===== config.mk =====
export PLATFORM = sky130hd
export DESIGN_NAME = assoc_icache_flat
export DESIGN_NICKNAME = d
export VERILOG_FILES = /design/src/rtl/assoc_icache_if.sv /design/src/rtl/assoc_icache.sv /design/src/flat_wrapper.sv
export SDC_FILE = /design/constraint.sdc
export NUM_CORES = 2
export LEC_CHECK = 0
export ABC_CLOCK_PERIOD_IN_PS = 5200
export BUFFER_PORTS_ARGS = -buffer_cell sky130_fd_sc_hd__buf_2
export CAP_MARGIN = 25
export CORE_ASPECT_RATIO = 0.6
export CORE_MARGIN = 2
export CORE_UTILIZATION = 45
export DETAILED_ROUTE_END_ITERATION = 10
export PLACE_DENSITY_LB_ADDON = 0.25
export SLEW_MARGIN = 20
export SYNTH_ARGS = -nofsm -noshare
export SYNTH_HDL_FRONTEND = slang
export SYNTH_MEMORY_MAX_BITS = 65536
export SYNTH_SLANG_ARGS = --single-unit

===== constraint.sdc =====
create_clock -name clk -period 5.2 [get_ports clk]
set_input_delay 0.78 -clock clk [delete_from_list [all_inputs] [get_ports clk]]
set_output_delay 0.78 -clock clk [all_outputs]
set_load 0.02 [all_outputs]

===== src/rtl/assoc_icache_if.sv =====
// CPU fetch port and refill memory port of the set-associative instruction cache.
// The cache takes the slave modport; the core/memory side takes the master modport.
interface assoc_icache_if #(
  parameter int line_size = 32
);
  logic                 read;
  logic [line_size-1:0] address;
  logic [line_size-1:0] data;
  logic                 busywait;
  logic                 mem_read;
  logic [line_size-1:0] mem_address;
  logic [line_size-1:0] mem_readdata;
  logic                 mem_ack;

  modport master (
    output read, address, mem_readdata, mem_ack,
    input  data, busywait, mem_read, mem_address
  );

  modport slave (
    input  read, address, mem_readdata, mem_ack,
    output data, busywait, mem_read, mem_address
  );
endinterface


===== src/rtl/assoc_icache.sv =====
// Set-associative instruction cache: same-cycle hits, word-by-word block refill,
// lowest-invalid-way then per-set round-robin replacement.
module assoc_icache #(
  parameter int line_size   = 32,
  parameter int ways_log2   = 1,
  parameter int index_depth = 4,
  parameter int offset_size = 2
) (
  input  logic           clk,
  input  logic           reset,
  assoc_icache_if.slave  bus
);
  localparam int tag_size = line_size - index_depth - offset_size - 2;
  localparam int ways     = 1 << ways_log2;
  localparam int sets     = 1 << index_depth;
  localparam int words    = 1 << offset_size;
  localparam int way_w    = (ways_log2 > 0) ? ways_log2 : 1;

  typedef enum logic [1:0] {IDLE, FETCH, UPDATE} state_t;

  state_t                state;
  logic [ways-1:0]       valid    [sets];
  logic [tag_size-1:0]   tag_arr  [sets][ways];
  logic [line_size-1:0]  data_arr [sets][ways][words];

  logic [tag_size-1:0]    req_tag, fill_tag;
  logic [index_depth-1:0] req_idx, fill_idx;
  logic [offset_size-1:0] req_off, cnt;
  logic [way_w-1:0]       hit_way, victim, fill_way, rr_cur;
  logic                   hit;
  logic                   mem_read_q;
  logic [line_size-1:0]   mem_address_q;

  assign req_tag = bus.address[line_size-1 -: tag_size];
  assign req_idx = bus.address[offset_size+2 +: index_depth];
  assign req_off = bus.address[2 +: offset_size];

  always_comb begin
    hit     = 1'b0;
    hit_way = '0;
    for (int w = 0; w < ways; w++) begin
      if (valid[req_idx][w] && (tag_arr[req_idx][w] == req_tag)) begin
        hit     = 1'b1;
        hit_way = way_w'(w);
      end
    end
  end

  // Descending scan so the lowest-numbered invalid way wins over the pointer.
  always_comb begin
    victim = rr_cur;
    for (int w = ways - 1; w >= 0; w--) begin
      if (!valid[req_idx][w]) victim = way_w'(w);
    end
  end

  generate
    if (ways_log2 > 0) begin : g_rr
      logic [ways_log2-1:0] rr_ptr [sets];

      always_ff @(posedge clk) begin
        if (reset) begin
          for (int s = 0; s < sets; s++) rr_ptr[s] <= '0;
        end else if (state == UPDATE && fill_way == rr_ptr[fill_idx]) begin
          rr_ptr[fill_idx] <= rr_ptr[fill_idx] + 1'b1;
        end
      end

      assign rr_cur = rr_ptr[req_idx];
    end else begin : g_dm
      assign rr_cur = '0;
    end
  endgenerate

  assign bus.data        = hit ? data_arr[req_idx][hit_way][req_off] : '0;
  assign bus.busywait    = (state != IDLE) || (bus.read && !hit);
  assign bus.mem_read    = mem_read_q;
  assign bus.mem_address = mem_address_q;

  always_ff @(posedge clk) begin
    if (reset) begin
      state         <= IDLE;
      cnt           <= '0;
      mem_read_q    <= 1'b0;
      mem_address_q <= '0;
      for (int s = 0; s < sets; s++) valid[s] <= '0;
    end else begin
      case (state)
        IDLE: begin
          if (bus.read && !hit) begin
            state                  <= FETCH;
            fill_tag               <= req_tag;
            fill_idx               <= req_idx;
            fill_way               <= victim;
            cnt                    <= '0;
            valid[req_idx][victim] <= 1'b0;
            mem_read_q             <= 1'b1;
            mem_address_q          <= {req_tag, req_idx, {offset_size{1'b0}}, 2'b00};
          end
        end
        FETCH: begin
          if (bus.mem_ack) begin
            cnt <= cnt + 1'b1;
            if (cnt == offset_size'(words - 1)) begin
              state         <= UPDATE;
              mem_read_q    <= 1'b0;
              mem_address_q <= '0;
            end else begin
              mem_address_q <= {fill_tag, fill_idx, cnt + 1'b1, 2'b00};
            end
          end
        end
        UPDATE: begin
          valid[fill_idx][fill_way] <= 1'b1;
          state                     <= IDLE;
        end
        default: state <= IDLE;
      endcase
    end
  end

  // Storage arrays carry no reset; validity alone decides whether contents are used.
  always_ff @(posedge clk) begin
    if (state == FETCH && bus.mem_ack) data_arr[fill_idx][fill_way][cnt] <= bus.mem_readdata;
    if (state == UPDATE) tag_arr[fill_idx][fill_way] <= fill_tag;
  end
endmodule


===== src/flat_wrapper.sv =====
// flat-port wrapper written by rule: the top's interface ports become plain ports
module assoc_icache_flat 
#(
  parameter int line_size   = 32,
  parameter int ways_log2   = 1,
  parameter int index_depth = 4,
  parameter int offset_size = 2
)
  (clk, reset, bus_read, bus_address, bus_mem_readdata, bus_mem_ack, bus_data, bus_busywait, bus_mem_read, bus_mem_address);
  assoc_icache_if #(.line_size(line_size)) bus_i ();
  input  logic clk;
  input  logic reset;
  input wire logic [$bits(bus_i.read)-1:0] bus_read;
  input wire logic [$bits(bus_i.address)-1:0] bus_address;
  input wire logic [$bits(bus_i.mem_readdata)-1:0] bus_mem_readdata;
  input wire logic [$bits(bus_i.mem_ack)-1:0] bus_mem_ack;
  output wire logic [$bits(bus_i.data)-1:0] bus_data;
  output wire logic [$bits(bus_i.busywait)-1:0] bus_busywait;
  output wire logic [$bits(bus_i.mem_read)-1:0] bus_mem_read;
  output wire logic [$bits(bus_i.mem_address)-1:0] bus_mem_address;
  assign bus_i.read = bus_read;
  assign bus_i.address = bus_address;
  assign bus_i.mem_readdata = bus_mem_readdata;
  assign bus_i.mem_ack = bus_mem_ack;
  assign bus_data = bus_i.data;
  assign bus_busywait = bus_i.busywait;
  assign bus_mem_read = bus_i.mem_read;
  assign bus_mem_address = bus_i.mem_address;
  assoc_icache #(.line_size(line_size), .ways_log2(ways_log2), .index_depth(index_depth), .offset_size(offset_size)) u_core (.clk(clk), .reset(reset), .bus(bus_i));
endmodule

=== Yosys cells after proc, flatten, opt, wreduce, memory -nomap -nowiden ===
Memory sizes are Yosys's and may differ from the RTL's. A register that Yosys moved wholly into a read port is not among the register bits.
Index checks and enable logic that the tools add are counted.

* Flip-flop bits (word level): 66
* Latch bits: 0
* Bits in writable memories: 4912
* Memory bits (read-only): 0
* Output and inout bits: 66
* Memories kept: 4

* Add/sub/neg operators: 2
* Multiply operators: 0
* Divide/modulo/power cells: 0
* Magnitude comparators: 10
* Eq/ne operators: 9
* Shift operators: 0
* Mux-type cells: 62
* Bitwise logic cells: 5
* Reduce and logical (&&, ||, !) cells: 21

{| class="wikitable"
|+ Memory list
! memory !! depth !! width !! rd ports !! clocked after memory_dff !! write ports !! line !! text
|-
| u_core.data_arr || 16 || 256 || 1 || 0 || 1 || assoc_icache.sv:24 || <nowiki>logic [line_size-1:0] data_arr [sets][ways][words];</nowiki>
|-
| u_core.tag_arr || 16 || 48 || 1 || 0 || 1 || assoc_icache.sv:23 || <nowiki>logic [tag_size-1:0] tag_arr [sets][ways];</nowiki>
|-
| u_core.valid || 16 || 2 || 1 || 0 || 16 || assoc_icache.sv:22 || <nowiki>logic [ways-1:0] valid [sets];</nowiki>
|-
| u_core.g_rr.rr_ptr || 16 || 1 || 2 || 1 || 16 || assoc_icache.sv:59 || <nowiki>logic [ways_log2-1:0] rr_ptr [sets];</nowiki>
|}

{| class="wikitable"
|+ Operators with widths
! operator !! count
|-
| two-way mux 128 bit || 4
|-
| two-way mux 256 bit || 1
|-
| two-way mux 32 bit || 7
|-
| demux 128 bit (select 1 bit) || 1
|-
| binary-select mux 32 bit (select 2 bit) || 1
|-
| demux 32 bit (select 2 bit) || 1
|-
| one-hot mux 32 bit (2 select lines) || 1
|-
| == test 24 bit || 2
|-
| two-way mux 48 bit || 1
|-
| demux 24 bit (select 1 bit) || 1
|-
| two-way mux 24 bit || 1
|-
| two-way mux 1 bit || 23
|-
| two-way mux 2 bit || 11
|-
| two-way mux 4 bit || 4
|-
| logical AND 1 bit || 9
|-
| AND reduction 3 bit || 3
|-
| one-hot mux 2 bit (2 select lines) || 2
|-
| >= comparator 3 bit, second input constant || 2
|-
| NOT 2 -> 3 bit || 2
|-
| == test 2 bit, second input constant || 2
|-
| >= comparator 2 bit, second input constant || 2
|-
| less-than comparator 1 x 2 -> 1 bit, second input constant || 2
|-
| != test 2 x 1 -> 1 bit, second input constant || 2
|-
| NOT 1 -> 2 bit || 2
|-
| other kinds (18) || 22
|}

=== Longest topological paths before layout ===
An unclocked memory read counts as a cell.

* Depth in word-level cells: 14
* Mapped depth: 17
* Gate-level depth less buffers: 10

=== Least setup slack after synthesis ===
Ideal clock, no wire load.

* Kind: input to output
* Start: in bus_address[4]
* End: out bus_data[22]
* Data arrival time: 3.975 ns
* Required time: 4.420 ns
* Slack: 0.445 ns
* Cell stages on the path: 12
* Cell sequence: buf_6 -> buf_6 -> buf_4 -> buf_2 -> mux4_2 -> a2111oi_0 -> nand4_1 -> nor4_1 -> and3b_1 -> buf_2 -> mux4_2 -> nor2_1

* Longest elaborated chain between the ends: 12

{| class="wikitable"
|+ RTL lines
! what !! line !! text
|-
| from (decl) || flat_wrapper.sv:14 || <nowiki>input wire logic [$bits(bus_i.address)-1:0] bus_address;</nowiki>
|-
| memory read (16 x 48 bit) || -- ||
|-
| == test 24 bit || assoc_icache.sv:42 || <nowiki>if (valid[req_idx][w] && (tag_arr[req_idx][w] == req_tag)) begin</nowiki>
|-
| logical AND 1 bit || assoc_icache.sv:42 ||
|-
| two-way mux 1 bit || assoc_icache.sv:42 ||
|-
| NOT 1 -> 2 bit (implied by the code) || assoc_icache.sv:75 || <nowiki>assign bus.data = hit ? data_arr[req_idx][hit_way][req_off] : '0;</nowiki>
|-
| two-way mux 128 bit (implied by the code) (3 in a row) || assoc_icache.sv:75 ||
|-
| binary-select mux 32 bit (select 2 bit) || assoc_icache.sv:75 ||
|-
| two-way mux 32 bit (implied by the code) (2 in a row) || assoc_icache.sv:75 ||
|-
| two-way mux 32 bit (*) || assoc_icache.sv:75 ||
|-
| to (decl) || flat_wrapper.sv:17 || <nowiki>output wire logic [$bits(bus_i.data)-1:0] bus_data;</nowiki>
|}

Mark *: on every way between the ends. The rest lies on a longest branch, timed or not. The select of a mux whose other input is x is not followed.

=== Worst setup path after layout ===
* Start: in bus_address[6]
* End: out bus_data[27]

The elaborated chain is that of the path after synthesis.

==> results.yml <==
timing:
  finalHoldViolCount: 0
  final.min_clock_period_ns: 5.62
  slew_headroom_pct: 25.4
  skew_ns: 0.0878
  fmax_ghz: 0.178
  finalWorstSetupSlack_ns: -0.424
  final_max_slew_viol_count: 0
  hold_slack_ns: 0.136
  setup_viol: 32
  fin_crit_sh_pct: 108
  rsz0062_at_grt: "true"
  worst-slew-pin-transition_ns: 1.11
place:
  gp_congestion: 0.887
  place_ws_ns: -0.858
  dp.final_hpwl_um: 305000
  portBuffers: 129
global_routing:
  grt_max_degree: 146
  overflow: 0
  grt_pass1_vias: 93000
  grt_first_pass_wirelength_um: 735000
  track_usage_pct: 24.2
  antenna_found_initial: 36
synth:
  synth_xor_xnor_area_share_pct: 0.182
  yosys.area_share.simple_pct: 1.65
  ys_seq_elements: 4979
  synth_fa_ha_area_share_pct: 0.0260
  synth-compound-area-share_pct: 1.54
  synth_common_cells: "edfxtp_1 (4941), mux4_2 (1468), nor2_1 (258)"
  async_flop_share_pct: 0
  netlist_area_um2: 192000
  synth.most_common_cell: "edfxtp_1"
  synthFlopType: "edfxtp_1"
  syn_inst: 8265
  synthTopCellsByArea: "edfxtp_1 (77%), mux4_2 (17%), mux2i_1 (0.52%), nor2_1 (0.50%), buf_2 (0.46%)"
  post_synth_mux_area_share_pct: 17.9
  synth-edff-count: 4941
  synth_warnings: 0
  synth_top_family_by_area: "multiplexers"
  ys_seq_area_share_pct: 77.6
  yosysTopAreaCell: "edfxtp_1"
  synth_top_area_share_pct: 77.2
  avgSynthCellArea_um2: 23.3
  yosysUniqueCellTypes: 60
finish:
  layout.nets: 9125
  areaGrowthSynthToFinish_pct: 15.4
  nFillCells: 32000
  post_route_cells_drive_above_1_share_pct: 34.5
power:
  ir_worst_vdd_v: 0.000280
  p_leak_nw: 68.9
  powerDensity_nw_per_um2: 367
clock_tree:
  clockBufferDepth: 4
  clk_pin_slew_ns: 0.07
  clk_latency_ns: 0.98
  clockRootBuffer: "clkbuf_16"
  numCtsBuffers: 447
  cts_max_level: 5
  cts_tree: "yes"
  cts_hold_buf: 0
  cts_sinks: 4979
worst_setup_path:
  critical_path_class: "in2out"
  arrival_ns: 4.84
  cp_data_required_time_ns: 4.42
  end_kind: "primary output"
  r2r_slack_ns: 0.75
  reg2reg_depth: 18
  rr_startpoint: "u_core.tag_arr[3][9]"
  crit_fanout: 24
  start_kind: "primary input"
  rr_endpoint: "u_core.valid[13][1]"
drt:
  first_iter_violations: 15700
  wl_um: 532000
  postRouteAntennaNets: 0
  via_count: 94900
  vias_per_cell: 6.28
  dr.pass1.iters: 5
  drcViolationCount: 0
  wire_per_inst_um: 35.2
floorplanning:
  io_pins: 134
  start_util_pct: 45.3
  core_um2: 424000
  die-area_um2: 433000
  chipWidth_um: 848
  rows: 185
  die_h_um: 510
worst_hold_path:
  hold_end: "u_core.data_arr[9][147]"
  hp-start: "bus_mem_readdata[19]"
  hp-class: "in2reg"
  hold_depth: 1
outcome:
  outcome: "complete, but fails checks"
  violations: "negative setup slack"
run:
  drv_cap: 0
final cells by class:
type / count / area, µm² / share of cell area (%)
multi-input cells: 2794 / 43200 / 19.5
repair buffers: 821 / 8200 / 3.70
inverters: 10 / 45.0 / 0.0203
diodes: 5 / 12.5 / 0.00564
clock buffers: 535 / 11600 / 5.24
clock inverters: 279 / 2550 / 1.15
flip-flops and latches: 4979 / 149000 / 67.2
well taps: 5703 / 7140 / 3.22
worst max-delay path, cell delays in order:
cell and delay, ns:
buf_8 0.18, buf_12 0.25, buf_12 0.19, nand2b_1 0.27
nor2_1 0.11, buf_4 0.14, o31ai_1 0.40, nand4_1 0.38
nor4_1 0.36, buf_4 0.16, nand3b_1 0.09, buf_6 0.17
buf_12 0.18, buf_16 0.18, a21oi_2 0.14, buf_6 0.20
o21bai_1 0.10, a21oi_1 0.17, buf_4 0.15, buf_4 0.13
worst max-delay path by stage:
stage | slack (ns) | startpoint | to | cells after the start
after floorplan | 0.44 | bus_address[4] | bus_data[22] | 12
after global placement | -0.89 | bus_address[4] | bus_data[3] | 20
after detailed placement | -0.86 | bus_address[4] | bus_data[3] | 15
after CTS | -0.37 | u_core.tag_arr[7][21] | bus_data[13] | 16
after global routing | -0.46 | u_core.tag_arr[15][21] | bus_data[20] | 18
final | -0.42 | bus_address[6] | bus_data[27] | 20
sequential cells by signal (all words and copies together), names as in the netlist, named ones only:
signal                  count
u_core.fill_tag            24
u_core.cnt                  1
u_core.tag_arr            768
u_core.fill_way             1
u_core.state                2
u_core.data_arr          4096
u_core.g_rr.rr_ptr         16
u_core.bus.mem_read         1
u_core.valid               32
u_core.bus.mem_address     30
u_core.fill_idx             4
repair_timing:
item | 4_1_cts | 5_1_grt
buffers inserted | 10 | 11
pin swaps | 36 | 30
gates resized for setup | 271 | 97
endpoints found under the hold margin | 0 | 0
setup endpoints to repair | 33 | 33
cloned | 6 | 6
placed cells by master, fill, tap and decap left out, drive strengths merged, types with 11 or more instances in the layout:
cell type  synthesis  routed
bufinv             0      42
a21oi            165     165
clkbuf           212     541
nor2b             19      19
nand2b           136     136
xnor2             25      25
nor4              11      11
a221oi            16      16
clkinv             0     210
nand3             14      14
mux2              24      24
nand2            191     191
edfxtp          4941    4941
inv               10      23
clkinvlp           0      14
mux4            1468    1468
dfxtp             38      38
a22oi             40      40
nor2             258     258
buf              271     815
mux2i            100     100
a21o              32      32
o21ai             56      56
o21bai            48      48
a211oi            40      40
nor3              34      34
o22ai             24      24
xor2              15      15
routing by layer:
layer	up-vias	track usage [%]	share of wire, %
li1	36800	-	-
met2	5717	34.3	43
met4	6	4.87	2.1
met3	658	6.09	12
met1	51800	38.3	43
met5	-	0	0.014
stage by stage:
step	TNS [ns]	utilization, %	power [mW]	instance area [µm²]	std cells
after floorplan	0	-	47.3	192000	8266
after global placement	-37.07	48.4	49.3	205000	14300
after detailed placement	-42.70	48.4	49.4	205000	14300
after CTS	-10.57	52.0	81.7	221000	15100
after global routing	-12.79	52.3	83.5	222000	15100
final	-11.34	52.3	81.3	222000	15100
kinds of logic after synthesis:
logic type               after synthesis
flip-flops                          4979
multiplexers                        1592
AO/OA/AOI/OAI                        465
other                                  1
AND/OR/NAND/NOR                      691
adder cells (fa/ha/maj)                4
XOR/XNOR                              40
buffers and inverters                493
power by group:
part	internal [mW]	leakage [nW]	switching [mW]	total, mW
clock	18.0	6.92	14.7	32.7
sequential	44.1	44.8	0.0663	44.2
combinational	1.75	17.2	2.73	4.48
Note: power is estimated with default switching activity, not from simulation.
